## src/rtl/cpu_control_fsm_pkg.sv

```systemverilog
// rtl/cpu_control_fsm_pkg.sv - ISA constants, state encoding and decoder for cpu_control_fsm (RANDOM_MOVRI_EN adds MOVR)
package cpu_isa_defs;

    localparam logic [3:0] OP_RTYPE  = 4'b0000;
    localparam logic [3:0] OP_MEM    = 4'b0100;
    localparam logic [3:0] OP_SHIFT  = 4'b1000;
    localparam logic [3:0] OP_BCOND  = 4'b1100;
    localparam logic [3:0] OP_LUI    = 4'b1111;

    localparam logic [3:0] EXT_AND   = 4'b0001;
    localparam logic [3:0] EXT_OR    = 4'b0010;
    localparam logic [3:0] EXT_XOR   = 4'b0011;
    localparam logic [3:0] EXT_ADD   = 4'b0101;
    localparam logic [3:0] EXT_SUB   = 4'b1001;
    localparam logic [3:0] EXT_CMP   = 4'b1011;
    localparam logic [3:0] EXT_MOV   = 4'b1101;
    localparam logic [3:0] EXT_MOVR  = 4'b1111;
    localparam logic [3:0] EXT_LSH   = 4'b0100;
    localparam logic [3:0] EXT_LOAD  = 4'b0000;
    localparam logic [3:0] EXT_STOR  = 4'b0100;
    localparam logic [3:0] EXT_JCOND = 4'b1100;
    localparam logic [3:0] EXT_JAL   = 4'b1000;

    localparam logic [3:0] ALU_ADD   = 4'b0000;
    localparam logic [3:0] ALU_SUB   = 4'b0001;
    localparam logic [3:0] ALU_AND   = 4'b0010;
    localparam logic [3:0] ALU_XOR   = 4'b0011;
    localparam logic [3:0] ALU_OR    = 4'b0100;
    localparam logic [3:0] ALU_CMP   = 4'b0101;
    localparam logic [3:0] ALU_MOV   = 4'b0110;
    localparam logic [3:0] ALU_LSH   = 4'b0111;
    localparam logic [3:0] ALU_LSHI  = 4'b1000;
    localparam logic [3:0] ALU_MOVR  = 4'b1010;

    localparam logic [3:0] COND_EQ = 4'd0,  COND_NE = 4'd1,  COND_CS = 4'd2,  COND_CC = 4'd3;
    localparam logic [3:0] COND_HI = 4'd4,  COND_LS = 4'd5,  COND_GT = 4'd6,  COND_LE = 4'd7;
    localparam logic [3:0] COND_FS = 4'd8,  COND_FC = 4'd9,  COND_LO = 4'd10, COND_HS = 4'd11;
    localparam logic [3:0] COND_LT = 4'd12, COND_GE = 4'd13, COND_UC = 4'd14;

    localparam int PSR_C = 0;
    localparam int PSR_F = 1;
    localparam int PSR_L = 2;
    localparam int PSR_Z = 3;
    localparam int PSR_N = 4;

    typedef enum logic [2:0] {
        S_FETCH, S_DECODE, S_EXEC, S_LD_ADDR, S_LD_WB, S_ST, S_BR
    } state_t;

    typedef enum logic [2:0] {
        CLS_ALU, CLS_CMP, CLS_LOAD, CLS_STOR, CLS_BCOND, CLS_JCOND, CLS_JAL, CLS_ILL
    } instr_class_t;

    typedef enum logic [1:0] {PSR_HOLD, PSR_CF, PSR_LZN} psr_upd_t;

    typedef struct packed {
        instr_class_t cls;
        psr_upd_t     psr_upd;
        logic [3:0]   alucont;
        logic         alu_src_imm;
        logic [15:0]  imm;
    } decode_t;

    // Shared ALU op table: R-type ext codes and I-type opcodes use the same values.
    function automatic logic alu_code(input logic [3:0] code, output logic [3:0] ac,
                                      output psr_upd_t upd, output logic is_cmp);
        logic ok;
        ok = 1'b1;
        ac = ALU_ADD;
        upd = PSR_HOLD;
        is_cmp = 1'b0;
        case (code)
            EXT_AND: ac = ALU_AND;
            EXT_OR:  ac = ALU_OR;
            EXT_XOR: ac = ALU_XOR;
            EXT_ADD: begin ac = ALU_ADD; upd = PSR_CF; end
            EXT_SUB: begin ac = ALU_SUB; upd = PSR_CF; end
            EXT_CMP: begin ac = ALU_CMP; upd = PSR_LZN; is_cmp = 1'b1; end
            EXT_MOV: ac = ALU_MOV;
            default: ok = 1'b0;
        endcase
        return ok;
    endfunction

    // Decode from opcode and low byte; register fields are not needed to classify.
    function automatic decode_t decode_instr(input logic [3:0] op, input logic [7:0] lo);
        decode_t    d;
        logic       ok;
        logic [3:0] ac;
        psr_upd_t   upd;
        logic       is_cmp;
        d.cls         = CLS_ILL;
        d.psr_upd     = PSR_HOLD;
        d.alucont     = ALU_ADD;
        d.alu_src_imm = 1'b0;
        d.imm         = 16'h0000;
        case (op)
            OP_RTYPE: begin
                ok = alu_code(lo[7:4], ac, upd, is_cmp);
                if (ok) begin
                    d.cls     = is_cmp ? CLS_CMP : CLS_ALU;
                    d.alucont = ac;
                    d.psr_upd = upd;
                end
`ifdef RANDOM_MOVRI_EN
                else if (lo[7:4] == EXT_MOVR) begin
                    d.cls     = CLS_ALU;
                    d.alucont = ALU_MOVR;
                end
`endif
            end
            OP_SHIFT: begin
                if (lo[7:4] == EXT_LSH) begin
                    d.cls     = CLS_ALU;
                    d.alucont = ALU_LSH;
                end else if (lo[7:5] == 3'b000) begin
                    d.cls         = CLS_ALU;
                    d.alucont     = ALU_LSHI;
                    d.alu_src_imm = 1'b1;
                    d.imm         = {11'b0, lo[4:0]};
                end
            end
            OP_LUI: begin
                d.cls         = CLS_ALU;
                d.alucont     = ALU_MOV;
                d.alu_src_imm = 1'b1;
                d.imm         = {lo, 8'h00};
            end
            OP_MEM: begin
                case (lo[7:4])
                    EXT_LOAD:  d.cls = CLS_LOAD;
                    EXT_STOR:  d.cls = CLS_STOR;
                    EXT_JCOND: d.cls = CLS_JCOND;
                    EXT_JAL:   d.cls = CLS_JAL;
                    default:   d.cls = CLS_ILL;
                endcase
            end
            OP_BCOND: begin
                d.cls = CLS_BCOND;
                d.imm = {{8{lo[7]}}, lo};
            end
            default: begin
                ok = alu_code(op, ac, upd, is_cmp);
                if (ok) begin
                    d.cls         = is_cmp ? CLS_CMP : CLS_ALU;
                    d.alucont     = ac;
                    d.psr_upd     = upd;
                    d.alu_src_imm = 1'b1;
                    if (ac == ALU_ADD || ac == ALU_SUB || ac == ALU_CMP)
                        d.imm = {{8{lo[7]}}, lo};
                    else
                        d.imm = {8'h00, lo};
                end
            end
        endcase
        return d;
    endfunction

endpackage

```

## src/rtl/cpu_control_fsm_branch_cond_eval.sv

```systemverilog
// rtl/cpu_control_fsm_branch_cond_eval.sv - combinational branch condition evaluator
module branch_cond_eval
    import cpu_isa_defs::*;
(
    input  logic [3:0] cond,
    input  logic [4:0] psr,
    output logic       taken
);

    logic c, f, l, z, n;
    assign c = psr[PSR_C];
    assign f = psr[PSR_F];
    assign l = psr[PSR_L];
    assign z = psr[PSR_Z];
    assign n = psr[PSR_N];

    // Map the 4-bit condition code onto the flag expression; code 15 never branches.
    always_comb begin
        taken = 1'b0;
        case (cond)
            COND_EQ: taken = z;
            COND_NE: taken = !z;
            COND_CS: taken = c;
            COND_CC: taken = !c;
            COND_HI: taken = l;
            COND_LS: taken = !l;
            COND_GT: taken = n;
            COND_LE: taken = !n;
            COND_FS: taken = f;
            COND_FC: taken = !f;
            COND_LO: taken = !l && !z;
            COND_HS: taken = l || z;
            COND_LT: taken = !n && !z;
            COND_GE: taken = n || z;
            COND_UC: taken = 1'b1;
            default: taken = 1'b0;
        endcase
    end

endmodule

```

## src/rtl/cpu_control_fsm.sv

```systemverilog
// rtl/cpu_control_fsm.sv - multicycle control unit: IR/PSR, decode, datapath strobes
module cpu_control_fsm
    import cpu_isa_defs::*;
#(
    parameter int WIDTH = 16
) (
    input  logic             clk,
    input  logic             reset,
    input  logic [WIDTH-1:0] mem_rdata,
    input  logic [4:0]       alu_psr,
    output logic [3:0]       alucont,
    output logic             alu_src_imm,
    output logic [WIDTH-1:0] imm,
    output logic [3:0]       rdest_addr,
    output logic [3:0]       rsrc_addr,
    output logic             rf_we,
    output logic [1:0]       rf_wsel,
    output logic             mem_addr_sel,
    output logic             mem_we,
    output logic             pc_en,
    output logic [1:0]       pc_sel,
    output logic [4:0]       psr_q,
    output logic             illegal
);

    state_t     state, state_nxt;
    logic [WIDTH-1:0] ir;
    decode_t    dec_ir;
    decode_t    dec_mem;
    logic       taken;

    assign dec_ir  = decode_instr(ir[15:12], ir[7:0]);
    assign dec_mem = decode_instr(mem_rdata[15:12], mem_rdata[7:0]);

    assign alucont     = dec_ir.alucont;
    assign alu_src_imm = dec_ir.alu_src_imm;
    assign imm         = dec_ir.imm;
    assign rdest_addr  = ir[11:8];
    assign rsrc_addr   = ir[3:0];

    branch_cond_eval u_cond (
        .cond  (ir[11:8]),
        .psr   (psr_q),
        .taken (taken)
    );

    // State, instruction register, flag latch and sticky illegal flag.
    always_ff @(posedge clk) begin
        if (!reset) begin
            state   <= S_FETCH;
            ir      <= '0;
            psr_q   <= '0;
            illegal <= 1'b0;
        end else begin
            state <= state_nxt;
            if (state == S_DECODE)
                ir <= mem_rdata;
            if (state == S_EXEC) begin
                case (dec_ir.psr_upd)
                    PSR_CF: begin
                        psr_q[PSR_C] <= alu_psr[PSR_C];
                        psr_q[PSR_F] <= alu_psr[PSR_F];
                    end
                    PSR_LZN: begin
                        psr_q[PSR_L] <= alu_psr[PSR_L];
                        psr_q[PSR_Z] <= alu_psr[PSR_Z];
                        psr_q[PSR_N] <= alu_psr[PSR_N];
                    end
                    default: ;
                endcase
                if (dec_ir.cls == CLS_ILL)
                    illegal <= 1'b1;
            end
        end
    end

    // Next state and per-state strobes; strobes are forced off while reset is asserted.
    always_comb begin
        state_nxt    = S_FETCH;
        rf_we        = 1'b0;
        rf_wsel      = 2'b00;
        mem_addr_sel = 1'b0;
        mem_we       = 1'b0;
        pc_en        = 1'b0;
        pc_sel       = 2'b00;
        case (state)
            S_FETCH: state_nxt = S_DECODE;
            S_DECODE: begin
                case (dec_mem.cls)
                    CLS_LOAD:                      state_nxt = S_LD_ADDR;
                    CLS_STOR:                      state_nxt = S_ST;
                    CLS_BCOND, CLS_JCOND, CLS_JAL: state_nxt = S_BR;
                    default:                       state_nxt = S_EXEC;
                endcase
            end
            S_EXEC: begin
                rf_we = (dec_ir.cls == CLS_ALU);
                pc_en = 1'b1;
            end
            S_LD_ADDR: begin
                mem_addr_sel = 1'b1;
                state_nxt    = S_LD_WB;
            end
            S_LD_WB: begin
                rf_we   = 1'b1;
                rf_wsel = 2'b01;
                pc_en   = 1'b1;
            end
            S_ST: begin
                mem_addr_sel = 1'b1;
                mem_we       = 1'b1;
                pc_en        = 1'b1;
            end
            S_BR: begin
                pc_en = 1'b1;
                case (dec_ir.cls)
                    CLS_BCOND: pc_sel = taken ? 2'b01 : 2'b00;
                    CLS_JCOND: pc_sel = taken ? 2'b10 : 2'b00;
                    CLS_JAL: begin
                        rf_we   = 1'b1;
                        rf_wsel = 2'b10;
                        pc_sel  = 2'b10;
                    end
                    default: pc_sel = 2'b00;
                endcase
            end
            default: state_nxt = S_FETCH;
        endcase
        if (!reset) begin
            rf_we  = 1'b0;
            mem_we = 1'b0;
            pc_en  = 1'b0;
        end
    end

endmodule

```

## config.mk

```make
export PLATFORM = sky130hd
export DESIGN_NAME = cpu_control_fsm
export DESIGN_NICKNAME = d
export VERILOG_FILES = /design/src/rtl/cpu_control_fsm_pkg.sv /design/src/rtl/cpu_control_fsm_branch_cond_eval.sv /design/src/rtl/cpu_control_fsm.sv
export SDC_FILE = /design/constraint.sdc
export NUM_CORES = 1
export LEC_CHECK = 0
export BUFFER_PORTS_ARGS = -buffer_cell sky130_fd_sc_hd__buf_2
export CAP_MARGIN = 20
export CELL_PAD_IN_SITES_DETAIL_PLACEMENT = 0
export CELL_PAD_IN_SITES_GLOBAL_PLACEMENT = 1
export CORE_MARGIN = 4
export CORE_UTILIZATION = 36
export CTS_CLUSTER_DIAMETER = 30
export CTS_CLUSTER_SIZE = 14
export DETAILED_ROUTE_END_ITERATION = 12
export PLACE_DENSITY = 0.89
export SYNTH_ARGS = -nofsm -noshare
export SYNTH_HDL_FRONTEND = slang
export SYNTH_HIERARCHICAL = 1
export SYNTH_SLANG_ARGS = --single-unit
export TNS_END_PERCENT = 5
```

## constraint.sdc

```tcl
create_clock -name clk -period 2.9 [get_ports clk]
set_clock_uncertainty 0.15 [all_clocks]
set_input_delay 0.29 -clock clk [delete_from_list [all_inputs] [get_ports clk]]
set_output_delay 0.29 -clock clk [all_outputs]
set_load 0.02 [all_outputs]
```

Word level (Yosys, flattened, before mapping)
Cells that the tools add are included.
{ "totals": {"ff_bits": 25, "latchBits": 0, "ram_bits": 0, "mem_bits_ro": 0, "output_inout_bits": 43, "word_cells": 194, "n_memories": 0} }
{ "op_classes": {"n_addsub": 0, "mul": 0, "div_mod_pow": 0, "magnitude_cmp": 0, "eq_ne": 77, "shifts": 0, "muxes": 68, "bitwise": 0, "reduce_logical": 44} }
{ "op_table": {"columns": ["cell", "count"], "rows": [
  ["== test 4 bit (second input constant)", 29],
  ["case mux 3 bit (6 select lines)", 4],
  ["case mux 16 bit (4 select lines)", 1],
  ["== test 4 x 3 -> 1 bit (second input constant)", 14],
  ["2-to-1 mux 26 bit", 2],
  ["== test 4 x 2 -> 1 bit (second input constant)", 10],
  ["2-to-1 mux 16 bit", 2],
  ["== test 3 bit (second input constant)", 10],
  ["case mux 3 bit (5 select lines)", 2],
  ["== test 4 x 1 -> 1 bit (second input constant)", 7],
  ["zero test 4 bit", 7],
  ["2-to-1 mux 1 bit", 28],
  ["OR reduction 7 bit", 4],
  ["case mux 2 bit (2 select lines)", 6],
  ["case mux 3 bit (4 select lines)", 2],
  ["2-to-1 mux 21 bit", 1],
  ["2-to-1 mux 9 bit", 2],
  ["case mux 3 bit (3 select lines)", 2],
  ["2-to-1 mux 17 bit", 1],
  ["case mux 4 bit (4 select lines)", 1],
  ["case mux 1 bit (15 select lines)", 1],
  ["OR reduction 2 bit", 7],
  ["== test 3 x 2 -> 1 bit (second input constant)", 4],
  ["zero test 3 bit", 4],
  ["other kinds (15)", 38]
]} }

Logic depth before layout (Yosys ltp)
Gate-level depths: netlist of the first run.
{ "logic_depth": {"word_depth": 13, "mapped_depth": 8, "depth_no_buf": 7} }

Hierarchy
Netlist of the first run, hierarchy kept.
{ "modules_own_cells": {"columns": ["module", "n_inst", "cells_each", "area_each_um2", "seq_area_each_um2"], "rows": [
  ["cpu_control_fsm", 1, 255, 1876.8, 500.5],
  ["branch_cond_eval", 1, 25, 180.2, 0.0]
]} }

Worst setup path after synthesis of the first run
OpenSTA, ideal clock, no wires.
{ "synth_timing": {"kind": "register -> output", "startpoint": "register ir[10]", "endpoint": "output port pc_sel[1]", "arrival_time_ps": 1965, "required_ps": 2460, "setup_slack_ps": 495, "path_stages_with_launch": 9, "path_cell_list": "dfxtp_1 > buf_6 > inv_2 > o311a_1 > o311a_1 > or4_1 > and2_1 > o211ai_1 > a21boi_0"} }
{ "synth_between": {"elab_chain_len": 5, "elab_cells_between_ends": 19} }
{ "synth_rtl": {"columns": ["element", "line", "text"], "rows": [
  ["start, declared", "cpu_control_fsm.sv:27", "logic [WIDTH-1:0] ir;"],
  ["start signal, assigned", "cpu_control_fsm.sv:57", "ir <= mem_rdata;"],
  ["== test 4 bit (tied with other cells)", "cpu_control_fsm_branch_cond_eval.sv:20", "case (cond)"],
  ["case mux 1 bit (15 select lines) (*)", "cpu_control_fsm_branch_cond_eval.sv:20", null],
  ["via taken", "cpu_control_fsm.sv:30", "logic taken;"],
  ["2-to-1 mux 2 bit (*)", "cpu_control_fsm.sv:118", "CLS_JCOND: pc_sel = taken ? 2'b10 : 2'b00;"],
  ["case mux 2 bit (3 select lines) (*)", "cpu_control_fsm.sv:116", "case (dec_ir.cls)"],
  ["2-to-1 mux 2 bit (*)", "cpu_control_fsm.sv:86", "case (state)"],
  ["end, declared", "cpu_control_fsm.sv:21", "output logic [1:0] pc_sel,"]
]} }
The timed path passes the listed nets; every way through them passes the cells marked *.

Final worst setup path of the first run
Same ends and word-level chain as after synthesis.

==> results of run 1 <==
-- power groups by stage --
stage	registers [mW]	logic, mW	clock network, mW
floorplan	0.388	0.248	0
global placement	0.415	0.292	0
detailed placement	0.417	0.293	0
CTS	0.409	0.294	0.215
global route	0.417	0.327	0.232
finish	0.410	0.292	0.209
-- layer usage --
| layer | vias to the layer above | wire [microns] | GRT usage |
|---|---|---|---|
| met5 | - | 0 | 0 |
| met4 | 0 | 88 | 0.05409 |
| met3 | 8 | 229 | 0.02172 |
| met2 | 60 | 2469 | 0.2523 |
| met1 | 921 | 2365 | 0.1911 |
| li1 | 1069 | - | - |
-- worst register-to-register path: cells and delay by family, from the launching register on --
family	cells	cell delay, ns
AO/OA/AOI/OAI	1	0.13
multiplexers	1	0.19
AND/OR/NAND/NOR	3	0.84
flip-flops	1	0.40
buffers and inverters	1	0.21
-- state kept, by name, indices dropped and copies added (netlist names) --
signal / cells
psr_q: 5
ir: 16
state: 3
illegal: 1
-- cell usage after synthesis (4+ instances only) --
library cell / number / area share
nand2_1: 61 / 0.11
buf_4: 9 / 0.033
nor2b_1: 19 / 0.058
o21ai_0: 7 / 0.017
a21boi_0: 17 / 0.062
dfxtp_1: 25 / 0.24
xor2_1: 4 / 0.017
nor2_1: 21 / 0.038
or3_1: 4 / 0.012
o311a_1: 4 / 0.019
mux2i_1: 8 / 0.039
a211oi_1: 5 / 0.018
clkbuf_1: 16 / 0.029
a21oi_1: 11 / 0.027
-- how the worst max path moves through the flow --
| stage | from | end | slack, ns | cells past startpoint |
|---|---|---|---|---|
| 2_1_floorplan | ir[10] | pc_sel[1] | 0.49 | 8 |
| 3_3_place_gp | ir[10] | pc_sel[1] | 0.37 | 8 |
| 4_1_cts | ir[10] | pc_sel[1] | 0.0009 | 8 |
| 5_1_grt | ir[10] | pc_sel[1] | 0.004 | 8 |
| 3_5_place_dp | ir[10] | pc_sel[1] | 0.31 | 8 |
| 6_report | ir[10] | pc_sel[1] | 0.12 | 8 |
-- final cells by class --
type / count / area (sq um) / area share
multi-input combinational: 221 / 1369 / 0.5668
tap: 72 / 90.09 / 0.03731
clock buffer: 4 / 45.04 / 0.01865
inverter: 2 / 7.507 / 0.003109
timing repair buffer: 75 / 400.4 / 0.1658
sequential: 25 / 503.0 / 0.2083
-- per-stage QoR --
step	setup WS, ns	std cells
CTS	0.0009406	399
global route	0.003533	399
detailed placement	0.3138	395
global placement	0.3650	395
finish	0.1187	399
floorplan	0.4946	280
-- timing repair --
item                                    CTS  global route
endpoints found under the hold margin     0             0
resized for setup                         0             2
endpoints found under the setup margin    0             1
-- cells by family (layout without fill, tap and decap cells) --
group	Yosys count	count (layout)	synth area share
and+or+nand+nor	137	137	0.3431
buffers and inverters	34	81	0.09123
muxes	9	9	0.04441
DFF	25	25	0.2433
AOI/OAI and AO/OA	70	70	0.2567
xor gates and xnor gates	5	5	0.02129
==> out/metrics.cfg, run 1 <==
[setup_path]
crit_arrival_ns = 2.34
regToRegSetupSlack_ns = 0.89
worst-setup-path-type = flop to output port
critPathLaunchType = flop
cp-end-kind = output port
cp_cell_sequence = inv_2 > o311a_1 > o311a_1 > or4_1 > and2_1 > o211ai_1 > a21boi_0 > buf_2
cp_num_buf_inv = 2
slowest_stage = dfxtp_2
crit_top_cell = o311a_1
cp.required_ns = 2.46
timing.rr.start = ir[15]
r2r-end = psr_q[2]
max_stage_delay_ns = 0.44
path_delay_family = compound AO/OA/AOI/OAI gates
crit_fanout = 11
r2r_cells = 6

[synthesis]
synthDistinctLibCells = 59
yosys_most_used_dff = dfxtp_1
ys_seq_elements = 25
syn_area_per_cell_sq_um = 7.346
netlist_instances = 280
synthArstFlopShare = 0
syn_area_sq_um = 2057
yosysWarnings = 6
synth_nets = 303
yosysSeqAreaShare = 0.2433
synth_edf_count = 0

[floorplan]
die_area_sq_um = 6987
rows = 27
fp.dieW_microns = 83.59
die_y_microns = 83.59
ios = 66
initial_core_util = 0.3713
core_area_sq_um = 5540

[sta]
tightest_slew_ns = 0.5069
drv_slew = 0
min_period_ns = 2.781
fmax_mhz = 359.5
setup_tns_ns = 0
fin_crit_sh = 0.9591
holdWs_ns = 0.1075
finalSetupViolCount = 0
hold_viol = 0
rsz0062_at_grt = no
maxSlewHeadroom = 0.6613

[clock_network]
clock_path_buffers = 2
cts_buffers = 3
cts-root-buf = clkbuf_8
post_cts_buffers = 0
clk_pin_slew_ns = 0.09
clk_latency_ns = 0.27
cts_hold_buf = 0
cts_tree = done
cts.sinks = 25
ctsHtreeMaxLevel = 1

[pwr]
cellPowerDensity_nw_per_um2 = 377.4
internal_power_mw = 0.5851
p_leak_nw = 1.135
p_sw_frac = 0.3580
combPwrFrac = 0.321
p_switching_mw = 0.3262
totalPowerFinal_mw = 0.9113
vdd_drop_max_uv = 167.3
seqPwrFrac = 0.450
p_clk_frac = 0.229

[global_route]
grt_pass1_vias = 1986
grt_max_degree = 27
gr-total-overflow = 0
antenna_found_initial = 0
track_usage = 0.1490
grt_pass1_wl_mm = 8.976

[layout]
diodes = 0
area_delta_synth_final_pct = 17.40
fill_cells = 603
nets = 351
most-common-layout-cells = 65 x buf_2, 61 x nand2_1, 23 x dfxtp_1
postLayoutCellArea_sq_um = 2415
final_common_cell = buf_2
drive_gt1_frac = 0.2875
post-route-util = 0.4359

[min_path]
hold_depth = 3
min_from = mem_rdata[10]
whs_endpoint = ir[10]
hp-class = primary input to flop

[run]
cap_violations = 0

[placed_design]
dpl.hpwl_mm = 3.999
gp_congestion = 0.8271
port_buffers = 65
placed_area_sq_um = 2367

[routing]
drt_first_pass_iters = 4
first_iter_violations = 156
drcViolationCount = 0
routedWlPerCell_microns = 12.91
drtAntennaViolNets = 0
vias_per_cell = 5.158
finalWirelength_mm = 5.152
vias = 2058

[run_status]
status = finished, final reports clean

(Power assumes the default switching activity.)
==> run 2, diff against run 1 <==
--- a/config.mk
+++ b/config.mk
@@ -5,16 +5,16 @@
 export SDC_FILE = /design/constraint.sdc
 export NUM_CORES = 1
 export LEC_CHECK = 0
+export ABC_AREA = 1
 export BUFFER_PORTS_ARGS = -buffer_cell sky130_fd_sc_hd__buf_2
 export CAP_MARGIN = 20
 export CELL_PAD_IN_SITES_DETAIL_PLACEMENT = 0
 export CELL_PAD_IN_SITES_GLOBAL_PLACEMENT = 1
 export CORE_MARGIN = 4
-export CORE_UTILIZATION = 36
-export CTS_CLUSTER_DIAMETER = 30
+export CORE_UTILIZATION = 34
 export CTS_CLUSTER_SIZE = 14
 export DETAILED_ROUTE_END_ITERATION = 12
-export PLACE_DENSITY = 0.89
+export PLACE_DENSITY = 0.9
 export SYNTH_ARGS = -nofsm -noshare
 export SYNTH_HDL_FRONTEND = slang
 export SYNTH_HIERARCHICAL = 1
==> out/metrics.cfg, run 2 <==
[layout]
drive_gt1_frac = 0.2357  ; -0.05175
largest_reg_flops = 16  ; unchanged
top_register = ir
nets = 444  ; +26%
area_delta_synth_final_pct = 18.15
biggestRegsByFlops = ir x16, psr_q x5, state x3
diodes = 0  ; unchanged
most-common-layout-cells = 80 x nor2_1, 70 x nand2_1, 65 x buf_2
final_common_cell = nor2_1

[synthesis]
synthArstFlopShare = 0  ; unchanged
synth_top_family_by_area = simple AND/OR/NAND/NOR gates
synth_compound_area_frac = 0.1676  ; -0.08911
syn_area_sq_um = 2061  ; +0.18%
yosys.area.top_type = dfxtp_1
synthDistinctLibCells = 28  ; -53%
yosys_most_used_dff = dfxtp_1
synthTopCellsByCount = 80 x nor2_1, 70 x nand2_1, 42 x inv_1, 35 x o21ai_0, 26 x nand3_1
yosysWarnings = 6  ; unchanged
synth-xor-area-share = 0  ; -0.02129
synthSimpleGateAreaFrac = 0.4451  ; +0.1020
netlist_instances = 365  ; +30%
ys_seq_elements = 25  ; unchanged
syn_area_per_cell_sq_um = 5.646  ; -23%
synth_area_leaders = dfxtp_1 24%, nor2_1 15%, nand2_1 13%
synth_edf_count = 0  ; unchanged
yosysSeqAreaShare = 0.2429  ; -0.0004432
synthAdderAreaFrac = 0  ; unchanged
synthMuxAreaShare = 0  ; -0.04440
synth_nets = 388  ; +28%
yosysMostFrequentCell = nor2_1
synth_top_area_share = 0.2429  ; -0.0004432

[global_route]
track_usage = 0.1521  ; +0.003047
antenna_found_initial = 0  ; unchanged
grt_pass1_wl_mm = 9.246  ; +3.0%
grt_max_degree = 24  ; -11%
gr-total-overflow = 0  ; unchanged
grt_pass1_vias = 2129  ; +7.2%

[setup_path]
crit_top_cell = nor2_1
crit_arrival_ns = 2.05  ; -0.29 ns
slowest_stage = dfxtp_1
r2r_cells = 9  ; +3
r2r-end = psr_q[4]
critPathLaunchType = flop
cp_cell_sequence = inv_2 > o21ai_2 > nand3_2 > nand3_1 > nor2_1 > nor2_1 > nand3_2 > nor2_2 > nor2_1 > nor2_1 > buf_2
cp-end-kind = output port
timing.rr.start = ir[13]
worst-setup-path-type = flop to output port
regToRegSetupSlack_ns = 1.08  ; +0.19 ns
max_stage_delay_ns = 0.49  ; +0.05 ns
crit_fanout = 9  ; -2
cp.required_ns = 2.46  ; about the same

[placed_design]
port_buffers = 65  ; unchanged
gp_congestion = 0.9645  ; +17%
place_ws_ns = 0.7224  ; +0.4086 ns
dpl.hpwl_mm = 4.611  ; +15%

[clock_network]
cts_buffers = 3  ; unchanged
clk_pin_slew_ns = 0.09  ; about the same
post_cts_buffers = 0  ; unchanged
clk_latency_ns = 0.28  ; about the same
clock_path_buffers = 2  ; unchanged
cts_hold_buf = 0  ; unchanged
cts-root-buf = clkbuf_8
cts_tree = done
ctsResizeCount = 0  ; unchanged
ctsHtreeMaxLevel = 1  ; unchanged
cts.sinks = 25  ; unchanged

[sta]
rsz0062_at_grt = no
drv_slew = 0  ; unchanged
hold_viol = 0  ; unchanged
fin_crit_sh = 0.8578  ; -0.1012
maxSlewHeadroom = 0.7080  ; +0.04679
tightest_slew_ns = 0.4346  ; -0.07230 ns
fmax_mhz = 402.0  ; +12%
setup_ws_ns = 0.4122  ; +0.2936 ns
setup_tns_ns = 0  ; unchanged
min_period_ns = 2.488  ; -0.2936 ns
finalSetupViolCount = 0  ; unchanged

[pwr]
combPwrFrac = 0.479  ; +0.158
internal_power_mw = 0.6685  ; +14%
p_leak_nw = 1.282  ; +13%
p_clk_frac = 0.172  ; -0.057
seqPwrFrac = 0.349  ; -0.101
p_switching_mw = 0.5867  ; +80%
p_sw_frac = 0.4674  ; +0.1094
cellPowerDensity_nw_per_um2 = 515.5  ; +37%
vdd_drop_max_uv = 197.3  ; +18%
totalPowerFinal_mw = 1.255  ; +38%

[floorplan]
initial_core_util = 0.3501  ; -0.02115
core_area_sq_um = 5886  ; +6.2%
ios = 66  ; unchanged
die_y_microns = 85.85  ; +2.7%
fp.dieW_microns = 85.85  ; +2.7%
rows = 28  ; +3.7%
die_area_sq_um = 7370  ; +5.5%

[routing]
routedWlPerCell_microns = 11.50  ; -11%
drtAntennaViolNets = 0  ; unchanged
first_iter_violations = 142  ; -9.0%
vias = 2392  ; +16%
drt_first_pass_iters = 4  ; unchanged
finalWirelength_mm = 5.693  ; +11%
vias_per_cell = 4.832  ; -6.3%
drcViolationCount = 0  ; unchanged

[min_path]
hold_depth = 3  ; unchanged
min_from = alu_psr[0]
hp-class = primary input to flop
whs_endpoint = psr_q[0]

[run]
cap_violations = 0  ; unchanged

[run_status]
status = finished, final reports clean

## run 2: metal layers
| metal | part of all wire | routed length [microns] | GRT usage |
|---|---|---|---|
| met5 | 0 | 0 | 0 |
| met2 | 0.48 | 2729 | 0.2733 |
| met4 | 0.021 | 122 | 0.05612 |
| met3 | 0.053 | 304 | 0.01729 |
| met1 | 0.45 | 2536 | 0.1853 |
## run 2: how the worst max path moves through the flow
stage,start,end,depth (start not counted)
6_report,ir[5],rf_we,11
5_1_grt,ir[13],rf_we,13
4_1_cts,ir[13],rf_we,13
3_5_place_dp,ir[13],rf_we,13
3_3_place_gp,ir[7],rf_we,12
2_1_floorplan,ir[13],rf_we,12
## run 2: stage by stage
stage / instance area [sq um] / std cells / hold WS (ns) / utilization
final: 2435 / 495 / 0.08679 / 0.4137
after global routing: 2435 / 495 / 0.1092 / 0.4137
after CTS: 2435 / 495 / 0.08764 / 0.4137
after detailed placement: 2390 / 491 / 0.2942 / 0.4060
after global placement: 2390 / 491 / 0.2896 / 0.4060
after floorplan: 2061 / 365 / 0.2749 / -
## run 2: final cells by class
class                      instances  area, sq um
clock buffer                       4        45.04
fill                             689         3451
inverter                          53        200.2
multi-input combinational        272         1262
sequential                        25        500.5
tap                               75        93.84
timing repair buffer              66        332.8
## run 2: worst max-delay path, delay by kind of cell (launching register included)
family                 cells  cell delay (ns)
AND/OR/NAND/NOR            8             0.76
flip-flops                 1             0.49
buffers and inverters      2             0.27
AO/OA/AOI/OAI              1             0.24
## run 2: logic make-up (layout without fill, tap and decap cells)
| group | count (synthesis) | in the layout |
|---|---|---|
| AND/OR/NAND/NOR | 208 | 208 |
| flip-flops | 25 | 25 |
| AO/OA/AOI/OAI | 64 | 64 |
| buffers and inverters | 68 | 123 |
## run 2: power groups by stage
stage               Combinational, mW  Sequential, mW  Clock (mW)
CTS                             0.605           0.437       0.223
floorplan                       0.483           0.427           0
global route                    0.676           0.448       0.232
global placement                0.604           0.445           0
detailed placement              0.603           0.445           0
finish                          0.602           0.438       0.215
==> run 3, diff against run 2 <==
--- a/config.mk
+++ b/config.mk
@@ -15,6 +15,7 @@
 export CTS_CLUSTER_SIZE = 14
 export DETAILED_ROUTE_END_ITERATION = 12
 export PLACE_DENSITY = 0.9
+export RECOVER_POWER = 100
 export SYNTH_ARGS = -nofsm -noshare
 export SYNTH_HDL_FRONTEND = slang
 export SYNTH_HIERARCHICAL = 1
==> out/metrics.cfg, run 3 (synthesis results as in run 2) <==
[run_status]
status = finished, final reports clean

[placed_design]
placed_area_sq_um = 2390  ; unchanged
port_buffers = 65  ; unchanged
dp_cells = 491  ; unchanged
dpl.hpwl_mm = 4.611  ; unchanged
gp_congestion = 0.9645  ; unchanged

[setup_path]
crit_fanout = 8  ; -1
cp-end-kind = output port
worst-setup-path-type = flop to output port
crit_arrival_ns = 2.17  ; +0.12 ns
cp.required_ns = 2.46  ; about the same
r2r_cells = 7  ; -2
critPathLaunchType = flop

[layout]
nets = 444  ; unchanged
final_common_cell = nor2_1
drive_gt1_frac = 0.1500  ; -0.08571
area_delta_synth_final_pct = 15.85
postLayoutCellArea_sq_um = 2387  ; -2.0%
post-route-util = 0.4056  ; -0.008078
top_register = ir
largest_reg_flops = 16  ; unchanged
most-common-layout-cells = 81 x nor2_1, 70 x nand2_1, 43 x inv_1
biggestRegsByFlops = ir x16, psr_q x5, state x3
final-instance-count-excl-fill = 495  ; unchanged
diodes = 0  ; unchanged

[sta]
hold_viol = 0  ; unchanged
min_period_ns = 2.614  ; +0.1266 ns
drv_slew = 0  ; unchanged
finalSetupViolCount = 0  ; unchanged
maxSlewHeadroom = 0.4503  ; -0.2578
tightest_slew_ns = 0.8246  ; +0.3900 ns
setup_tns_ns = 0  ; unchanged
fin_crit_sh = 0.9015  ; +0.04364
rsz0062_at_grt = no
fmax_mhz = 382.5  ; -4.8%

[floorplan]
fp.dieW_microns = 85.85  ; unchanged
initial_core_util = 0.3501  ; unchanged
die_area_sq_um = 7370  ; unchanged
rows = 28  ; unchanged
ios = 66  ; unchanged
core_area_sq_um = 5886  ; unchanged
die_y_microns = 85.85  ; unchanged

[global_route]
gr-total-overflow = 0  ; unchanged
grt_pass1_wl_mm = 9.246  ; unchanged
antenna_found_initial = 0  ; unchanged
track_usage = 0.1521  ; unchanged
grt_max_degree = 24  ; unchanged
grt_pass1_vias = 2129  ; unchanged

[pwr]
totalPowerFinal_mw = 1.238  ; -1.4%
vdd_drop_max_uv = 195.8  ; -0.78%
p_switching_mw = 0.5854  ; -0.22%
cellPowerDensity_nw_per_um2 = 518.6  ; +0.60%
seqPwrFrac = 0.354  ; +0.005
p_leak_nw = 1.143  ; -11%
internal_power_mw = 0.6527  ; -2.4%
p_sw_frac = 0.4728  ; +0.005425
p_clk_frac = 0.173  ; about the same
combPwrFrac = 0.473  ; -0.006

[clock_network]
clk_pin_slew_ns = 0.09  ; about the same
cts-root-buf = clkbuf_8
post_cts_buffers = 0  ; unchanged
ctsHtreeMaxLevel = 1  ; unchanged
cts_tree = done
clock_path_buffers = 2  ; unchanged
cts.sinks = 25  ; unchanged
cts_hold_buf = 0  ; unchanged
clk_latency_ns = 0.27  ; about the same
ctsResizeCount = 0  ; unchanged
cts_buffers = 3  ; unchanged

[routing]
met3WireLength_microns = 334  ; +9.9%
drt-met1-wl_mm = 2.520  ; -0.63%
drcViolationCount = 0  ; unchanged
first_iter_violations = 127  ; -11%
routedWlPerCell_microns = 11.56  ; +0.47%
top_layer_used = met4
finalWirelength_mm = 5.720  ; +0.47%
met2_length_mm = 2.740  ; +0.40%
drt_first_pass_iters = 4  ; unchanged
drtAntennaViolNets = 0  ; unchanged
vias_per_cell = 4.832  ; unchanged
vias = 2392  ; unchanged

[run]
cap_violations = 0  ; unchanged

[min_path]
hold_depth = 3  ; unchanged
hp-class = primary input to flop

## run 3: cell count changes in the layout (fill, tap and decap cells not counted), sizes merged
cell    before  now
buf         66   31
clkbuf       4   39
## run 3: per-layer routing
layer / global-route usage / vias to the layer above
met1: 0.1853 / 1050
met3: 0.01729 / 12
met4: 0.05612 / 0
met5: 0 / -
li1: - / 1267
met2: 0.2733 / 63
## run 3: final timing paths
| check | startpoint | slack, ns | endpoint |
|---|---|---|---|
| setup reg to reg | state[2] | 0.67 | ir[2] |
| hold / removal | alu_psr[0] | 0.09 | psr_q[0] |
| hold reg to reg | illegal | 0.31 | illegal |
| setup / recovery | ir[12] | 0.29 | imm[14] |
## run 3: critical path: stages, from the launching register on
cell and delay [ns]:
dfxtp_1 0.44, inv_2 0.09, nor2_1 0.23, a21oi_2 0.08, o21ai_0 0.13, inv_2 0.10, nand2_1 0.10, inv_2 0.06
nor2_2 0.11, nand2_1 0.18, o21ai_0 0.12, clkbuf_1 0.25
## run 3: power by group through the flow
| stage | registers, mW | clock network [mW] | logic, mW |
|---|---|---|---|
| floorplan | 0.427 | 0 | 0.483 |
| global placement | 0.445 | 0 | 0.604 |
| detailed placement | 0.445 | 0 | 0.603 |
| CTS | 0.437 | 0.223 | 0.605 |
| global route | 0.449 | 0.232 | 0.661 |
| finish | 0.438 | 0.214 | 0.586 |
## run 3: layout make-up
class                      count  area [sq um]
clock buffer                   4         45.04
fill                         703          3498
inverter                      53         200.2
multi-input combinational    272          1260
sequential                    25         500.5
tap                           75         93.84
timing repair buffer          66         287.8
## run 3: through the flow
step                setup slack, ns  hold WS (ns)
floorplan                    0.7561        0.2749
global placement             0.7261        0.2896
detailed placement           0.7224        0.2942
CTS                          0.4024       0.08764
global route                0.07417        0.1092
finish                       0.2857       0.08806
